$ cat src/rtl/ro_fa_cache_pkg.sv
// Shared constants for the read-only fully associative cache.
// The tag is the word address: byte-offset bits below TAG_LSB are ignored.
package ro_fa_cache_pkg;

   localparam int W_ADDR_DEF    = 32;
   localparam int W_DATA_DEF    = 32;
   localparam int N_ENTRIES_DEF = 8;
   localparam int TAG_LSB       = 2;

endpackage

$ cat src/rtl/ro_fa_cache_entry.sv
// One cache line: valid/tag/data storage with a lookup compare and a fill compare.
// Only the valid bit is reset; tag and data are qualified by it.
module ro_fa_cache_entry
   import ro_fa_cache_pkg::*;
#(
   parameter int W_TAG  = W_ADDR_DEF - TAG_LSB,
   parameter int W_DATA = W_DATA_DEF
) (
   input  logic              clk_i,
   input  logic              rst_i,
   input  logic              load_i,
   input  logic [W_TAG-1:0]  tag_i,
   input  logic [W_DATA-1:0] data_i,
   input  logic [W_TAG-1:0]  rtag_i,
   input  logic [W_TAG-1:0]  wtag_i,
   output logic              hit_o,
   output logic              whit_o,
   output logic [W_DATA-1:0] data_o
);

   logic              valid_q, valid_d;
   logic [W_TAG-1:0]  tag_q;
   logic [W_DATA-1:0] data_q;

   always_comb begin
      valid_d = valid_q;
      if (load_i) begin
         valid_d = 1'b1;
      end
   end

   always_ff @(posedge clk_i) begin
      if (rst_i) begin
         valid_q <= 1'b0;
      end else begin
         valid_q <= valid_d;
      end
   end

   always_ff @(posedge clk_i) begin
      if (load_i) begin
         tag_q  <= tag_i;
         data_q <= data_i;
      end
   end

   assign hit_o  = valid_q && (tag_q == rtag_i);
   assign whit_o = valid_q && (tag_q == wtag_i);
   assign data_o = data_q;

endmodule

$ cat src/rtl/ro_fa_cache.sv
// Read-only fully associative word cache with FIFO replacement.
// Hit is combinational on raddr; data for that lookup is registered one cycle later.
module ro_fa_cache
   import ro_fa_cache_pkg::*;
#(
   parameter int W_DATA    = W_DATA_DEF,
   parameter int W_ADDR    = W_ADDR_DEF,
   parameter int N_ENTRIES = N_ENTRIES_DEF
) (
   input  logic              clk,
   input  logic              rst,
   input  logic [W_ADDR-1:0] raddr,
   output logic [W_DATA-1:0] rdata,
   output logic              rvalid,
   input  logic [W_ADDR-1:0] waddr,
   input  logic [W_DATA-1:0] wdata,
   input  logic              wen
);

   localparam int W_TAG = W_ADDR - TAG_LSB;
   localparam int W_PTR = $clog2(N_ENTRIES);

   logic [W_TAG-1:0]  rtag, wtag;
   logic [N_ENTRIES-1:0] hit, whit, load;
   logic [W_DATA-1:0] edata [N_ENTRIES];
   logic              any_whit;
   logic [W_PTR-1:0]  ptr_q, ptr_d;
   logic [W_DATA-1:0] rdata_q, rdata_d;
   logic              unused_lsbs;

   assign rtag        = raddr[W_ADDR-1:TAG_LSB];
   assign wtag        = waddr[W_ADDR-1:TAG_LSB];
   assign unused_lsbs = ^{raddr[TAG_LSB-1:0], waddr[TAG_LSB-1:0]};

   for (genvar g = 0; g < N_ENTRIES; g++) begin : g_entry
      ro_fa_cache_entry #(
         .W_TAG  (W_TAG),
         .W_DATA (W_DATA)
      ) u_entry (
         .clk_i  (clk),
         .rst_i  (rst),
         .load_i (load[g]),
         .tag_i  (wtag),
         .data_i (wdata),
         .rtag_i (rtag),
         .wtag_i (wtag),
         .hit_o  (hit[g]),
         .whit_o (whit[g]),
         .data_o (edata[g])
      );
   end

   assign any_whit = |whit;

   // A fill to a resident tag updates in place; otherwise the FIFO slot at ptr is taken.
   always_comb begin
      load = '0;
      for (int i = 0; i < N_ENTRIES; i++) begin
         if (wen) begin
            load[i] = any_whit ? whit[i] : (ptr_q == W_PTR'(i));
         end
      end
   end

   always_comb begin
      ptr_d = ptr_q;
      if (wen && !any_whit) begin
         ptr_d = ptr_q + W_PTR'(1);
      end
   end

   // Tags are unique, so at most one hit bit is set and an AND-OR mux suffices.
   always_comb begin
      rdata_d = '0;
      for (int i = 0; i < N_ENTRIES; i++) begin
         rdata_d = rdata_d | (edata[i] & {W_DATA{hit[i]}});
      end
   end

   always_ff @(posedge clk) begin
      if (rst) begin
         ptr_q   <= '0;
         rdata_q <= '0;
      end else begin
         ptr_q   <= ptr_d;
         rdata_q <= rdata_d;
      end
   end

   assign rvalid = |hit;
   assign rdata  = rdata_q;

endmodule

$ cat config.mk
export PLATFORM = sky130hd
export DESIGN_NAME = ro_fa_cache
export DESIGN_NICKNAME = d
export VERILOG_FILES = /design/src/rtl/ro_fa_cache_pkg.sv /design/src/rtl/ro_fa_cache_entry.sv /design/src/rtl/ro_fa_cache.sv
export SDC_FILE = /design/constraint.sdc
export NUM_CORES = 1
export LEC_CHECK = 0
export ABC_AREA = 0
export CORE_MARGIN = 5
export CORE_UTILIZATION = 54
export DETAILED_ROUTE_END_ITERATION = 7
export GPL_ROUTABILITY_DRIVEN = 1
export PLACE_DENSITY = 0.77
export SYNTH_ARGS = -nofsm -noshare
export SYNTH_HDL_FRONTEND = slang
export SYNTH_SLANG_ARGS = --single-unit
$ cat constraint.sdc
create_clock -name clk -period 6.7 [get_ports clk]
set_clock_uncertainty 0.05 [all_clocks]
set_input_delay 0.67 -clock clk [delete_from_list [all_inputs] [get_ports clk]]
set_output_delay 0.67 -clock clk [all_outputs]
set_load 0.05 [all_outputs]
Word-level counts from Yosys, hierarchy flattened
Cells that the tools add are included.
{"block": "op_classes", "add_sub_neg": 1, "eq_ne": 23, "bitwise": 15, "muxes": 16, "n_reduce_logical": 21}
{"op": "30-bit == test", "count": 16}
{"op": "32-bit AND", "count": 8}
{"op": "32-bit OR", "count": 7}
{"op": "1-bit logical AND", "count": 17}
{"op": "1-bit two-way mux", "count": 16}
{"op": "8-bit OR reduction", "count": 2}
{"op": "3-bit == test, second input constant", "count": 4}
{"op": "3-bit by 2-bit == test with 1-bit output, second input constant", "count": 2}
{"op": "3-bit by 1-bit adder with 3-bit output, second input constant", "count": 1}
{"op": "3-bit by 1-bit == test with 1-bit output, second input constant", "count": 1}
{"op": "3-bit zero test", "count": 1}
{"op": "1-bit zero test", "count": 1}
{"block": "word_totals", "reg_bits": 539, "word_cells": 102}

Longest topological paths before layout
Gate-level depths: netlist (run 1).
{"block": "depth", "word_depth": 10, "ltp_mapped": 10, "mapped_depth_nobuf": 7}

By module
A second synthesis (run 1) with hierarchy kept.
{"block": "hier_totals", "hier_cells": 1425, "hier_area_um2": 22775.6}
{"module": "ro_fa_cache_entry", "area_per_inst_um2": 2548.7, "instances": 8, "cells_per_inst": 145, "seq_area_each_um2": 1881.8}
{"module": "ro_fa_cache", "area_per_inst_um2": 2386.0, "instances": 1, "cells_per_inst": 265, "seq_area_each_um2": 700.7}

Least setup slack after synthesis (run 1)
Ideal clock, no wire load.
{"block": "synth_path", "path_kind": "input to register", "from": "input waddr[23]", "to": "register g_entry[3].u_entry.data_q[0], enable pin", "t_arrival_ps": 6763, "setup_time_ps": 577, "slack_ps": -690, "path_buffers": 1, "stages": 8, "t_required_ps": 6073, "cell_sequence": "buf_2 xor2_1 nor4_1 nand4_1 nor4_1 nor4b_2 or3b_2 a21boi_0"}
{"block": "synth_between", "elab_chain_cells": 5, "word_cells_on_any_way": 19}
{"element": "from (decl)", "line_no": "ro_fa_cache.sv:15", "rtl": "input logic [W_ADDR-1:0] waddr,"}
{"element": "30-bit == test", "line_no": "ro_fa_cache_entry.sv:48", "rtl": "assign whit_o = valid_q && (tag_q == wtag_i);"}
{"element": "1-bit logical AND", "line_no": "ro_fa_cache_entry.sv:48"}
{"element": "8-bit OR reduction", "line_no": "ro_fa_cache.sv:53", "rtl": "assign any_whit = |whit;"}
{"element": "1-bit two-way mux (*)", "line_no": "ro_fa_cache.sv:60", "rtl": "load[i] = any_whit ? whit[i] : (ptr_q == W_PTR'(i));"}
{"element": "1-bit two-way mux (*)", "line_no": "ro_fa_cache.sv:59", "rtl": "if (wen) begin"}
{"element": "net g_entry[3].u_entry.load_i", "line_no": "ro_fa_cache_entry.sv:11", "rtl": "input logic load_i,"}
{"element": "to (signal assigned)", "line_no": "ro_fa_cache_entry.sv:43", "rtl": "data_q <= data_i;"}
{"element": "to (decl)", "line_no": "ro_fa_cache_entry.sv:23", "rtl": "logic [W_DATA-1:0] data_q;"}
Mark *: on every way through the listed nets, which the timed path passes. The rest lies on a longest branch.
A chain may end at the register's enable or synchronous reset.

Worst setup path in the final report (run 1)
{"block": "layout_path", "from": "input raddr[14]", "to": "output rvalid"}
{"block": "layout_between", "elab_chain_cells": 3, "word_cells_on_any_way": 17}
{"element": "from (decl)", "line_no": "ro_fa_cache.sv:12", "rtl": "input logic [W_ADDR-1:0] raddr,"}
{"element": "30-bit == test", "line_no": "ro_fa_cache_entry.sv:47", "rtl": "assign hit_o = valid_q && (tag_q == rtag_i);"}
{"element": "1-bit logical AND", "line_no": "ro_fa_cache_entry.sv:47"}
{"element": "8-bit OR reduction (*)", "line_no": "ro_fa_cache.sv:90", "rtl": "assign rvalid = |hit;"}
{"element": "to (decl)", "line_no": "ro_fa_cache.sv:14", "rtl": "output logic rvalid,"}
Mark *: on every way between the ends. The rest lies on a longest branch, timed or not.

==> flow_summary.toml, run 1 <==
[run_status]
status = "finished, final reports clean"

[global_route]
grtUsageTotal = 0.274
grt-ovfl-total = 0
grt_max_degree = 63
grt_pass1_wl_um = 94200
grt_pass1_vias = 14204
antenna_found_initial = 6

[critical_path]
crit_path_end_kind = "output port"
arrival_ps = 4520
critPathRequiredTime_ps = 5980
critPathSlowestCell = "clkdlybuf4s50_1"
critPathMaxFanout = 8
critPathMaxStageDelay_ps = 1000
critPathLaunchType = "input port"
timing.rr.start = "g_entry[6].u_entry.tag_q[13]"
worst_r2r_endpoint = "g_entry[6].u_entry.tag_q[1]"
r2r_setup_slack_ps = 3080
path_common_cell = "clkdlybuf4s50_1"
path_cells = "clkdlybuf4s50_1, xnor2_1, nand4_1, or4_4, nor4_4, nor4_1, nand2_1, clkdlybuf4s50_1"
worst-setup-path-type = "in2out"
ff2ff_path_depth = 7

[synthesis]
synth_top_family_by_area = "XOR/XNOR gates"
synth_commonest_cells = "496 x edfxtp_1, 328 x xnor2_1, 152 x xor2_1"
synthMuxAreaShare = 0
synth_area_um2 = 23500
synth_adder_area_share = 0.00320
yosysMostFrequentCell = "edfxtp_1"
synthCells = 1505
synth-simple-area-share = 0.0567
synth_xor_xnor_area_share = 0.179
synth_edf_count = 496
synth_cell_types = 38
synth.top_cell.area_share = 0.635
synth_compound_area_frac = 0.0598
syn_avg_cell_area_um2 = 15.6
synth_seq_cells = 539
synth_seq_area_share = 0.671
synthTopCellsByArea = "edfxtp_1 63%, xnor2_1 12%, xor2_1 5.7%, dfxtp_1 3.7%, nand4_1 2.6%"
syn_nets = 1610
synth_top_area_cell = "edfxtp_1"
synth_ff_type = "edfxtp_1"
async_flop_share = 0
yosysWarnings = 0

[placed_design]
hpwl_um = 39000
placed_cell_area_um2 = 25300
io_buffers = 127
routabilityCongestion = 0.917

[clock_tree]
path_clk_slew_ps = 60
cts_tree = "yes"
cts_hold_buf = 0
clock_latency_ps = 630
cts-resized-gates = 0
cts_sinks = 539
cts-root-buf = "clkbuf_16"
cts_max_path_buffers = 3
cts_htree_levels = 2
post-cts-setup-buffer-count = 0
cts_made_buffers = 53

[final_layout]
multi_input_area_um2 = 7120
fillCellCount = 3037
stdcell_area_um2 = 27200
final_util = 0.631
finalNetCount = 1748
seqCellArea_um2 = 15800
layout-drive-gt1-share = 0.0954
area_delta_synth_final_pct = 15.8

[sta]
finalSetupTns_ps = 0
hold_viol = 0
period_needed_ps = 5240
fmax_ghz = 0.191
report.final.slew_viol_count = 0
worst_pin_slew_ps = 1350
finalSetupViolCount = 0
rsz0062_at_grt = "no"
period_share = 0.782
slew_headroom = 0.0955

[floorplan]
chipHeight_um = 218
ioPinCount = 132
rows = 76
start_util = 0.545
dieArea_um2 = 47700
dieWidth_um = 218
core_area_um2 = 43100

[routing]
post_drt_wl_per_cell_um = 29.1
avgViaCountPerCell = 6.23
drt-pass1-iter-count = 7
vias = 14174
drt_iter0_drc = 1753
wirelength_um = 66200
drc_errors = 0
antenna_left = 0

[power]
p_leak_nw = 8.40
ir_drop_v = 0.000253
power_density_nw_per_um2 = 273

[min_path]
hold_path.class = "reg2reg"
holdPathStages = 2
hold_path_end = "g_entry[3].u_entry.valid_q"
worstHoldStart = "g_entry[3].u_entry.valid_q"

[job]
max_cap_viol_count = 0
-- critical path: cells and delay by family --
family	cells	cell delay (ps)
buf+inv	2	1980
xor+xnor	1	430
simple gates	5	1420
-- worst max path at each step --
stage | from | to | slack, ps | cells past startpoint
6_report | raddr[14] | rvalid | 1460 | 8
4_1_cts | raddr[6] | rvalid | 1600 | 8
3_3_place_gp | raddr[6] | rvalid | 1600 | 8
5_1_grt | raddr[6] | rvalid | 1450 | 8
2_1_floorplan | waddr[23] | g_entry[3].u_entry.data_o[0] | 950 | 8
3_5_place_dp | waddr[5] | g_entry[6].u_entry.tag_q[0] | 1580 | 9
-- per-layer routing --
layer	vias up	track usage	share of wire
li1	5999	-	-
met1	7108	0.362	0.38
met2	870	0.424	0.45
met3	191	0.0889	0.12
met4	6	0.107	0.045
met5	-	0.0188	0.0016
-- cells by family after synthesis --
family | Yosys count
buffers and inverters | 103
AOI/OAI and AO/OA | 182
xor gates and xnor gates | 480
adders and majority gates | 6
and+or+nand+nor | 195
DFF | 539
-- report_power, final --
part / switching [mW] / internal [mW] / total, mW
clock: 1.30 / 1.80 / 3.10
combinational: 0.328 / 0.194 / 0.522
sequential: 0.0373 / 3.76 / 3.79
-- flip-flops by register name, summed over array words and instances, names as in the netlist --
name                     cells
ptr_q                        3
g_entry.u_entry.data_o     256
rdata                       32
g_entry.u_entry.tag_q      240
g_entry.u_entry.valid_q      8
-- layout by cell type (no fill, tap or decap), drive strengths merged, types with 43 or more instances in the layout --
master / n
dfxtp: 43
xnor2: 328
a22oi: 64
edfxtp: 496
buf: 52
nand4: 99
xor2: 152
clkbuf: 73
clkdlybuf4s50: 126
nor4: 58
-- layout make-up --
cell class,instances,share of cell area
Sequential cell,539,0.580
Tap cell,585,0.0269
Clock inverter,26,0.0134
Clock buffer,73,0.0545
Multi-Input combinational cell,863,0.262
Antenna cell,3,0.000276
Inverter,8,0.00110
Timing Repair Buffer,178,0.0621
-- per-stage QoR --
step	total power [mW]	setup slack, ps	hold slack (ps)	std cells
2_1_floorplan	4.15	946	408	1505
3_3_place_gp	4.36	1600	457	2173
3_5_place_dp	4.37	1580	459	2173
4_1_cts	7.42	1600	471	2272
5_1_grt	7.62	1450	499	2274
6_report	7.41	1460	474	2275
Power figures use the tool's default switching activity.
==> run 2: changes to the inputs <==
--- a/config.mk
+++ b/config.mk
@@ -7,10 +7,10 @@
 export LEC_CHECK = 0
 export ABC_AREA = 0
 export CORE_MARGIN = 5
-export CORE_UTILIZATION = 54
+export CORE_UTILIZATION = 59
 export DETAILED_ROUTE_END_ITERATION = 7
 export GPL_ROUTABILITY_DRIVEN = 1
-export PLACE_DENSITY = 0.77
+export PLACE_DENSITY = 0.8
 export SYNTH_ARGS = -nofsm -noshare
 export SYNTH_HDL_FRONTEND = slang
 export SYNTH_SLANG_ARGS = --single-unit
==> constraint.sdc (replaced) <==
create_clock -name clk -period 5.3 [get_ports clk]
set_clock_uncertainty 0.05 [all_clocks]
set_input_delay 0.53 -clock clk [delete_from_list [all_inputs] [get_ports clk]]
set_output_delay 0.53 -clock clk [all_outputs]
set_load 0.05 [all_outputs]
==> flow_summary.toml, run 2 (synthesis results as in run 1) <==
[final_layout]
layout_commonest_cell = "edfxtp_1"
final_cell_mix = "496 x edfxtp_1, 328 x xnor2_1, 152 x xor2_1"
stdcell_area_um2 = 27500
seqCellArea_um2 = 15800
finalNetCount = 1786
stdcell_count = 2252
largest_reg_flops = 256
layout-drive-gt1-share = 0.118
area_delta_synth_final_pct = 17.3
fillCellCount = 2519
multi_input_area_um2 = 7120
num_antenna_cells = 0

[power]
switching_share = 0.224
p_leak_nw = 8.65
p_sw_mw = 2.13
p_total_mw = 9.52
power_density_nw_per_um2 = 346
p_int_mw = 7.39
p_comb_frac = 0.072
clkPwrFrac = 0.424
ir_drop_v = 0.000337
power_frac_seq = 0.504

[global_route]
grt_max_degree = 47
grtUsageTotal = 0.306
antenna_found_initial = 2
grt_pass1_vias = 14151
grt-ovfl-total = 0
grt_pass1_wl_um = 98100

[placed_design]
dp_cells = 2150
io_buffers = 127
routabilityCongestion = 0.963
placed_cell_area_um2 = 25600
hpwl_um = 45400

[sta]
finalSetupTns_ps = 0
fmax_ghz = 0.229
worst_pin_slew_ps = 1100
period_needed_ps = 4360
finalSetupViolCount = 0
hold_ws_ps = 484
slew_headroom = 0.268
report.final.slew_viol_count = 0
period_share = 0.822
rsz0062_at_grt = "no"
hold_viol = 0

[routing]
avgViaCountPerCell = 6.34
antenna_left = 0
drt_iter0_drc = 1787
drt-pass1-iter-count = 5
post_drt_wl_per_cell_um = 30.3
drc_errors = 0
vias = 14286
wirelength_um = 68300

[clock_tree]
post-cts-setup-buffer-count = 0
cts_htree_levels = 2
cts_made_buffers = 54
cts_hold_buf = 0
clock_latency_ps = 620
cts-root-buf = "clkbuf_16"
cts_sinks = 539
path_clk_slew_ps = 60
cts-resized-gates = 0
cts_tree = "yes"
cts_max_path_buffers = 3

[critical_path]
worst-setup-path-type = "in2out"
critPathLaunchType = "input port"
critPathRequiredTime_ps = 4720
crit_path_end_kind = "output port"
arrival_ps = 3780
critPathMaxFanout = 12

[run_status]
status = "finished, final reports clean"

[floorplan]
dieWidth_um = 209
dieArea_um2 = 43900
core_area_um2 = 39500
start_util = 0.593
rows = 73
chipHeight_um = 209
ioPinCount = 132

[job]
max_cap_viol_count = 0

[min_path]
hold_path.class = "reg2reg"
[run 2: cell types whose count changed in the layout (fill, tap and decap cells not counted), moves of 2 or more]
cell,change
bufinv_16,+3
buf_4,+28
clkbuf_8,-4
clkinv_2,+6
clkinv_1,+4
clkbuf_1,-6
diode_2,-3
clkinv_16,-2
buf_12,+10
[run 2: per-stage QoR]
| step | util | setup slack, ps |
|---|---|---|
| after floorplan | - | 24.6 |
| after global placement | 0.648 | 731 |
| after detailed placement | 0.648 | 671 |
| after CTS | 0.696 | 1020 |
| after global routing | 0.696 | 980 |
| final | 0.696 | 941 |
[run 2: worst max-delay path, stage by stage]
cell	delay, ps
clkdlybuf4s50_1	860
xnor2_1	490
nand4_1	250
or4_4	600
nor4_4	280
buf_4	290
nor4_1	70
nand2_1	150
buf_4	240
[run 2: final timing paths]
path	start	endpoint	slack [ps]	depth (start not counted)
min reg2reg	g_entry[4].u_entry.valid_q	g_entry[4].u_entry.valid_q	480	2
min	g_entry[4].u_entry.valid_q	g_entry[4].u_entry.valid_q	480	2
max	raddr[18]	rvalid	940	9
max reg2reg	g_entry[6].u_entry.tag_q[23]	g_entry[3].u_entry.tag_q[16]	1530	10
[run 2: cell type report]
type / instances / area share
flip-flops and latches: 539 / 0.572
multi-input cells: 863 / 0.259
repair buffers: 215 / 0.0758
clock buffers: 64 / 0.0519
well taps: 525 / 0.0239
clock inverters: 38 / 0.0166
inverters: 8 / 0.00109
[run 2: power by group through the flow]
stage / Clock (mW) / Combinational (mW) / Sequential (mW)
after CTS: 4.07 / 0.674 / 4.80
after floorplan: 0 / 0.358 / 4.88
after detailed placement: 0 / 0.668 / 4.89
final: 4.04 / 0.685 / 4.80
after global placement: 0 / 0.663 / 4.88
after global routing: 4.26 / 0.711 / 4.80
[run 2: routing by layer]
metal | wire [µm] | GRT usage | share of wire
met5 | 20 | 0 | 0.00029
met4 | 2020 | 0.0891 | 0.030
met3 | 7200 | 0.0758 | 0.11
met2 | 32300 | 0.485 | 0.47
met1 | 26700 | 0.428 | 0.39
